==> config.mk <==
export PLATFORM = sky130hd
export DESIGN_NAME = montacargas_control
export DESIGN_NICKNAME = d
export VERILOG_FILES = /design/src/rtl/montacargas_control.sv
export SDC_FILE = /design/constraint.sdc
export NUM_CORES = 1
export LEC_CHECK = 0
export CAP_MARGIN = 20
export CELL_PAD_IN_SITES_DETAIL_PLACEMENT = 1
export CELL_PAD_IN_SITES_GLOBAL_PLACEMENT = 1
export CORE_ASPECT_RATIO = 2
export CORE_MARGIN = 5
export CORE_UTILIZATION = 46
export CTS_CLUSTER_SIZE = 30
export DETAILED_ROUTE_END_ITERATION = 6
export PLACE_DENSITY_LB_ADDON = 0.1
export SYNTH_ARGS = -nofsm -noshare
export SYNTH_HDL_FRONTEND = slang
export SYNTH_SLANG_ARGS = --single-unit
==> constraint.sdc <==
create_clock -name clockInt_150Hz -period 6.2 [get_ports clockInt_150Hz]
set_clock_uncertainty 0.2 [all_clocks]
set_input_delay 1.86 -clock clockInt_150Hz [delete_from_list [all_inputs] [get_ports clockInt_150Hz]]
set_output_delay 1.86 -clock clockInt_150Hz [all_outputs]
set_load 0.005 [all_outputs]
==> src/rtl/montacargas_control.sv <==
// Freight-elevator sequencer: SCAN call scheduling, door dwell, idle auto-return to floor 1.
// Optional travel watchdog (FALLA state) enabled by defining MONTACARGAS_WATCHDOG_EN.
module montacargas_control #(
  parameter int N_PISOS      = 4,
  parameter int IDLE_TICKS   = 9000,
  parameter int PUERTA_TICKS = 450,
  parameter int VIAJE_TICKS  = 1500
) (
  input  logic                       clockInt_150Hz,
  input  logic                       reset,
  input  logic [N_PISOS-1:0]         llamadaPiso,
  input  logic [N_PISOS-1:0]         sensorPiso,
  output logic                       motorSubir,
  output logic                       motorBajar,
  output logic                       puertaAbrir,
  output logic [$clog2(N_PISOS)-1:0] pisoActual,
  output logic [N_PISOS-1:0]         pendientes,
  output logic [2:0]                 estado
);

  localparam int PW   = $clog2(N_PISOS);
  localparam int MAXT = (IDLE_TICKS > PUERTA_TICKS)
                        ? ((IDLE_TICKS > VIAJE_TICKS) ? IDLE_TICKS : VIAJE_TICKS)
                        : ((PUERTA_TICKS > VIAJE_TICKS) ? PUERTA_TICKS : VIAJE_TICKS);
  localparam int CW   = $clog2(MAXT);

  typedef enum logic [2:0] {
    REPOSO   = 3'd0,
    SUBIENDO = 3'd1,
    BAJANDO  = 3'd2,
    PUERTA   = 3'd3,
    FALLA    = 3'd4
  } estado_e;

  estado_e           estado_q, estado_d;
  logic              dir_up_q, dir_up_d;
  logic [PW-1:0]     piso_q, piso_d;
  logic [N_PISOS-1:0] pend_q, pend_d;
  logic [CW-1:0]     idle_q, idle_d;
  logic [CW-1:0]     dwell_q, dwell_d;
`ifdef MONTACARGAS_WATCHDOG_EN
  logic [CW-1:0]     viaje_q, viaje_d;
`endif

  logic               sensor_ok, above, below;
  logic [PW-1:0]      sensor_idx;
  logic [N_PISOS-1:0] llam;

  always_comb begin
    sensor_ok  = (sensorPiso != '0) && ((sensorPiso & (sensorPiso - 1'b1)) == '0);
    sensor_idx = '0;
    above      = 1'b0;
    below      = 1'b0;
    for (int unsigned k = 0; k < N_PISOS; k++) begin
      if (sensorPiso[k]) sensor_idx = PW'(k);
      if (pend_q[k] && (PW'(k) > piso_q)) above = 1'b1;
      if (pend_q[k] && (PW'(k) < piso_q)) below = 1'b1;
    end
    piso_d = sensor_ok ? sensor_idx : piso_q;
  end

  always_comb begin
    estado_d = estado_q;
    dir_up_d = dir_up_q;
    idle_d   = '0;
    dwell_d  = '0;
    llam     = llamadaPiso;
    // A call for the floor whose door is open only extends the dwell.
    if (estado_q == PUERTA) llam[piso_q] = 1'b0;
    pend_d   = pend_q | llam;

    unique case (estado_q)
      REPOSO: begin
        if (pend_q[piso_q] && sensorPiso[piso_q]) begin
          estado_d       = PUERTA;
          pend_d[piso_q] = 1'b0;
        end else if (above && below) begin
          estado_d = dir_up_q ? SUBIENDO : BAJANDO;
        end else if (above) begin
          estado_d = SUBIENDO;
        end else if (below) begin
          estado_d = BAJANDO;
        end
        if (pend_q == '0 && piso_q != '0) begin
          if (idle_q == CW'(IDLE_TICKS - 1)) pend_d[0] = 1'b1;
          else                               idle_d    = idle_q + CW'(1);
        end
      end
      SUBIENDO: begin
        dir_up_d = 1'b1;
        if (sensor_ok && pend_q[sensor_idx]) begin
          estado_d           = PUERTA;
          pend_d[sensor_idx] = 1'b0;
        end else if (sensorPiso[N_PISOS-1]) begin
          estado_d = REPOSO;
        end
      end
      BAJANDO: begin
        dir_up_d = 1'b0;
        if (sensor_ok && pend_q[sensor_idx]) begin
          estado_d           = PUERTA;
          pend_d[sensor_idx] = 1'b0;
        end else if (sensorPiso[0]) begin
          estado_d = REPOSO;
        end
      end
      PUERTA: begin
        if (llamadaPiso[piso_q])                     dwell_d  = '0;
        else if (dwell_q == CW'(PUERTA_TICKS - 1))   estado_d = REPOSO;
        else                                         dwell_d  = dwell_q + CW'(1);
      end
      default: begin
        pend_d = pend_q;
      end
    endcase

`ifdef MONTACARGAS_WATCHDOG_EN
    viaje_d = '0;
    if (estado_q == SUBIENDO || estado_q == BAJANDO) begin
      if (piso_d != piso_q) begin
        viaje_d = '0;
      end else if (viaje_q == CW'(VIAJE_TICKS - 1)) begin
        estado_d = FALLA;
        pend_d   = pend_q;
      end else begin
        viaje_d = viaje_q + CW'(1);
      end
    end
`endif
  end

  always_ff @(posedge clockInt_150Hz) begin
    if (reset) begin
      estado_q <= REPOSO;
      dir_up_q <= 1'b1;
      piso_q   <= '0;
      pend_q   <= '0;
      idle_q   <= '0;
      dwell_q  <= '0;
`ifdef MONTACARGAS_WATCHDOG_EN
      viaje_q  <= '0;
`endif
    end else begin
      estado_q <= estado_d;
      dir_up_q <= dir_up_d;
      piso_q   <= piso_d;
      pend_q   <= pend_d;
      idle_q   <= idle_d;
      dwell_q  <= dwell_d;
`ifdef MONTACARGAS_WATCHDOG_EN
      viaje_q  <= viaje_d;
`endif
    end
  end

  assign motorSubir  = (estado_q == SUBIENDO);
  assign motorBajar  = (estado_q == BAJANDO);
  assign puertaAbrir = (estado_q == PUERTA);
  assign pisoActual  = piso_q;
  assign pendientes  = pend_q;
  assign estado      = estado_q;

endmodule

; Word level (Yosys, flattened, before mapping)
; Index checks and enable logic that the tools add are counted.
[word_totals]
out_inout_bits = 12
register_bits = 38
memories = 0
latch_bits = 0
ram_bits = 0
inputBits = 10
romBits = 0
elab_cells = 110
[classes]
shifts = 0
add_sub_neg = 3
n_div = 0
mul = 0
n_mux = 42
order_cmp = 12
bitwise = 10
reduce_logical = 27
eq_ne = 10
[ops]
columns = op, count
row1 = $mux 3, 10
row2 = $add 14x1->14 const B, 2
row3 = $mux 1, 17
row4 = $and 4x4->4, 4
row5 = $logic_and 1x1->1, 15
row6 = $eq 14x14->1 const B, 1
row7 = $eq 14x9->1 const B, 1
row8 = $mux 4, 3
row9 = $pmux 3 s4, 1
row10 = $pmux 4 s3, 1
row11 = $bmux 1 s2, 4
row12 = $logic_not 4->1, 2
row13 = $not 4->4, 2
row14 = $reduce_bool 4->1, 2
row15 = $reduce_or 4->1, 2
row16 = $eq 3x2->1 const B, 2
row17 = $lt 2x3->1 const B, 2
row18 = $mux 2, 3
row19 = $ne 3x2->1 const B, 2
row20 = $reduce_and 6->1, 1
row21 = $ne 5x5->1 const B, 1
row22 = $demux 1 s2, 2
row23 = $ge 2x1->1 const B, 2
row24 = $gt 1x2->1 const A, 2
row25 = 14 further kinds, 20

; Logic depth before layout (Yosys ltp)
[depth]
word_depth = 13
ltp_mapped = 8

; Worst setup path before layout
; No wires, ideal clock.
[synth_path]
path_kind = input -> register
startpoint = input port sensorPiso[1]
endpoint = register estado_q[1] (netlist: estado[1])
cell_stages = 6
path_slack_ns = 2.885
arrival_ns = 3.043
setup_ns = 0.072
required_ns = 5.928
path_cell_list = buf_6 -> o31a_1 -> a311oi_2 -> nand3b_1 -> a221o_1 -> mux2i_1
[synth_via]
elab_chain_cells = 8
elab_cells_between_ends = 22
[synth_lines]
columns = element, line_no
row1 = start: declaration, 12  ; input logic [N_PISOS-1:0] sensorPiso,
row2 = branches (longest 8 deep; another with $sub 4x1->4), --
row3 = end signal: assignment, 144  ; estado_q <= estado_d;
row4 = end: declaration, 35  ; estado_e estado_q, estado_d;
; Parallel ways; which one is timed is not known. The select of a mux whose other input is x is not followed.
; A chain may end at the register's enable or synchronous reset.

; Final worst setup path
[layout_path]
startpoint = input port sensorPiso[2]
endpoint = register pend_q[3] (netlist: pendientes[3])
[layout_via]
elab_chain_cells = 10
elab_cells_between_ends = 23
[layout_lines]
columns = element, line_no
row1 = $mux 2 (2 in series), 55  ; if (sensorPiso[k]) sensor_idx = PW'(k);
row2 = $lt 2x3->1 (not written as such) / $ge 2x1->1 (equally long branches), "93, 102"
row3 = $logic_and 1x1->1 (not written as such), "93, 102"
row4 = $mux 1 (not written as such), "93, 102"
row5 = $demux 1 s2, "93, 102"
row6 = $not 4->4 (no source line), --
row7 = $and 4x4->4 (no source line), --
row8 = $mux 4, "91, 100"
row9 = $pmux 4 s3 (*), 72  ; unique case (estado_q)
row10 = end signal: assignment, 147  ; pend_q <= pend_d;
row11 = end: declaration, 38  ; logic [N_PISOS-1:0] pend_q, pend_d;
; Every way passes the cells marked *; elsewhere a longest branch is shown, timed or not. The select of a mux whose other input is x is not followed.

==> results.cfg <==
[placed_design]
hpwl_um = 4210
post_dp_cell_area_sq_mm = 0.00233
gp_congestion = 0.826
dp.cells = 324
port_buffers = 20

[layout]
fill_cells = 594
ff_latch_area_sq_um = 741
finish.utilization_pct = 52.9
layout-drive-gt1-share_pct = 6.86
insertedDiodeCount = 0
fin_cells = 332
nets = 293
area_growth_pct = 12.2
multi_input_area_sq_mm = 0.00126
final_area_sq_mm = 0.00241

[synthesis]
synth_commonest_cells = dfxtp_1, nor2_1, nand2_1
yosys_warnings = 0
synth_area_leader_cell = dfxtp_1
async_reset_ff_share_pct = 0
synth.area.top_cells = dfxtp_1, nor2_1, xnor2_1
synth_top_area_share_pct = 34.5
syn_inst = 259
syn_area_per_cell_sq_um = 8.28
ys.flop_type = dfxtp_1
ys_ff_latch = 37
syn_nets = 276
synth_seq_area_share_pct = 34.5
synth_most_common_cell = dfxtp_1
synth_edf_count = 0
synth.distinct_cells = 58
syn_area_sq_mm = 0.00215

[global_route]
grt_pass1_wl_um = 9380
grt_antenna_before_repair = 0
grt_overflow = 0
grt_util_all_layers_pct = 19.7
grt_max_degree = 19
first_global_vias = 2017

[power]
powerDensity_mw_per_mm2 = 273
p_leak_nw = 0.789
power_uw = 658
vdd_drop_max_mv = 0.186

[cts]
cts_max_level = 2
cts-resized-gates = 0
cts_tree = done
clock_path_buffers = 2
clock-root-buffer = clkbuf_8
clk_pin_slew_worst_paths_ps = 70
cts_buffers = 5
postCtsHoldBufs = 0
cts.sinks = 37
worstSkewPairLatency_ps = 290
postCtsSetupRepairBufs = 0

[timing]
setup_tns_ps = 0
slew_viol_final = 0
setup-violations-final = 0
period_share_pct = 60.9
hold_viol = 0
worst_pin_slew_ps = 615
rsz0062_at_grt = false
fmax_mhz = 265
period_needed_ps = 3770
slew_headroom_pct = 58.9

[critical_path]
cp.required_ps = 6200
cp_num_buf_inv = 1
crit_path_cell_trace = clkdlybuf4s50_1 > nor4bb_1 > nor4_2 > nor2b_2 > a21bo_2 > a2111oi_2
slowest_stage = clkdlybuf4s50_1
start_kind = primary input
path_class = in2reg
end_kind = flop
cp.arrival_ps = 3770
cp_max_fo = 13
r2r_end = dwell_q[12]
worst-r2r-cell-count = 3
r2r_setup_slack_ps = 3890
critPathMaxStageDelay_ps = 620
crit-reg2reg-launch = pisoActual[0]
cp_top_family = simple AND/OR/NAND/NOR gates

[min_path]
hold_path_depth = 1
worstHoldPathType = reg2reg
hold_start = idle_q[0]
holdPathEnd = idle_q[0]

[floorplanning]
die_x_um = 58.3
initial_core_util_pct = 47.1
rows = 35
dieArea_sq_mm = 0.00621
design.core.area_sq_mm = 0.00455
die_y_um = 107
io_pins = 22

[run]
cap_violations = 0

[drt]
drc = 0
routedWlPerCell_um = 16.6
drt_iter0_drc = 51
drtPass1Iterations = 4
routed_wirelength_um = 5500
vias = 1897
via_per_inst = 5.71
detail-route-antenna-nets = 0

[status]
status = finished clean
[sequential cells by signal, indices dropped and copies added (netlist names)]
| signal | flops |
|---|---|
| pisoActual | 2 |
| dwell_q | 14 |
| estado | 2 |
| pendientes | 4 |
| idle_q | 14 |
| dir_up_q | 1 |
[power by group]
part           switching [mW]  internal [mW]  leakage, nW
Combinational           0.106          0.107        0.450
Sequential             0.0297          0.253        0.300
Clock                  0.0826         0.0799       0.0395
Total                   0.219          0.440        0.789
[metrics by stage]
step,setup WS [ps],hold slack (ps)
6_report,2430,257
5_1_grt,2270,292
4_1_cts,2440,260
3_5_place_dp,2130,243
3_3_place_gp,2180,235
2_1_floorplan,2890,218
[routing by layer]
layer | vias to the layer above | GRT usage, % | wire (um) | share of wire [%]
met3 | 14 | 3.49 | 148 | 2.7
met5 | - | 0 | 0 | 0
li1 | 944 | - | - | -
met1 | 908 | 18.7 | 1960 | 36
met2 | 31 | 37.4 | 3160 | 57
met4 | 0 | 11.3 | 243 | 4.4
[cell usage in the layout, fill, tap and decap left out, types with 3 or more instances in the layout]
master,count
nand2_1,24
nand3b_1,3
xor2_1,9
ha_1,7
clkbuf_1,3
nor3b_1,3
nor3_1,11
nand4_1,6
nand3_1,13
inv_1,13
or3_1,4
a21oi_1,11
clkbuf_8,5
dfxtp_1,37
clkdlybuf4s50_1,20
xnor2_1,12
nor2_1,35
o21ai_0,10
[layout make-up]
type,count,area share [%]
multi-input combinational,198,52.4
clock buffer,8,3.32
timing repair buffer,21,8.62
inverter,13,2.03
sequential,37,30.8
tap,55,2.86
[how the worst max path moves through the flow]
stage,depth (start not counted),end,startpoint
3_5_place_dp,6,pendientes[3],sensorPiso[2]
4_1_cts,6,pendientes[3],sensorPiso[2]
3_3_place_gp,6,pendientes[3],sensorPiso[2]
5_1_grt,6,pendientes[3],sensorPiso[3]
6_report,6,pendientes[3],sensorPiso[2]
2_1_floorplan,6,estado[1],sensorPiso[1]
[cells by family (layout without fill, tap and decap cells)]
kind of cell | after synthesis | count (layout) | share of synthesized area [%]
other cells | 1 | 1 | 0.175
simple gates | 121 | 121 | 29.2
buf+inv | 24 | 42 | 6.65
mux | 3 | 3 | 1.98
compound gates | 45 | 45 | 14.9
flops | 37 | 37 | 34.5
xor+xnor | 21 | 21 | 8.57
fa+ha+maj | 7 | 7 | 4.08
Note: power is estimated with default switching activity, not from simulation.
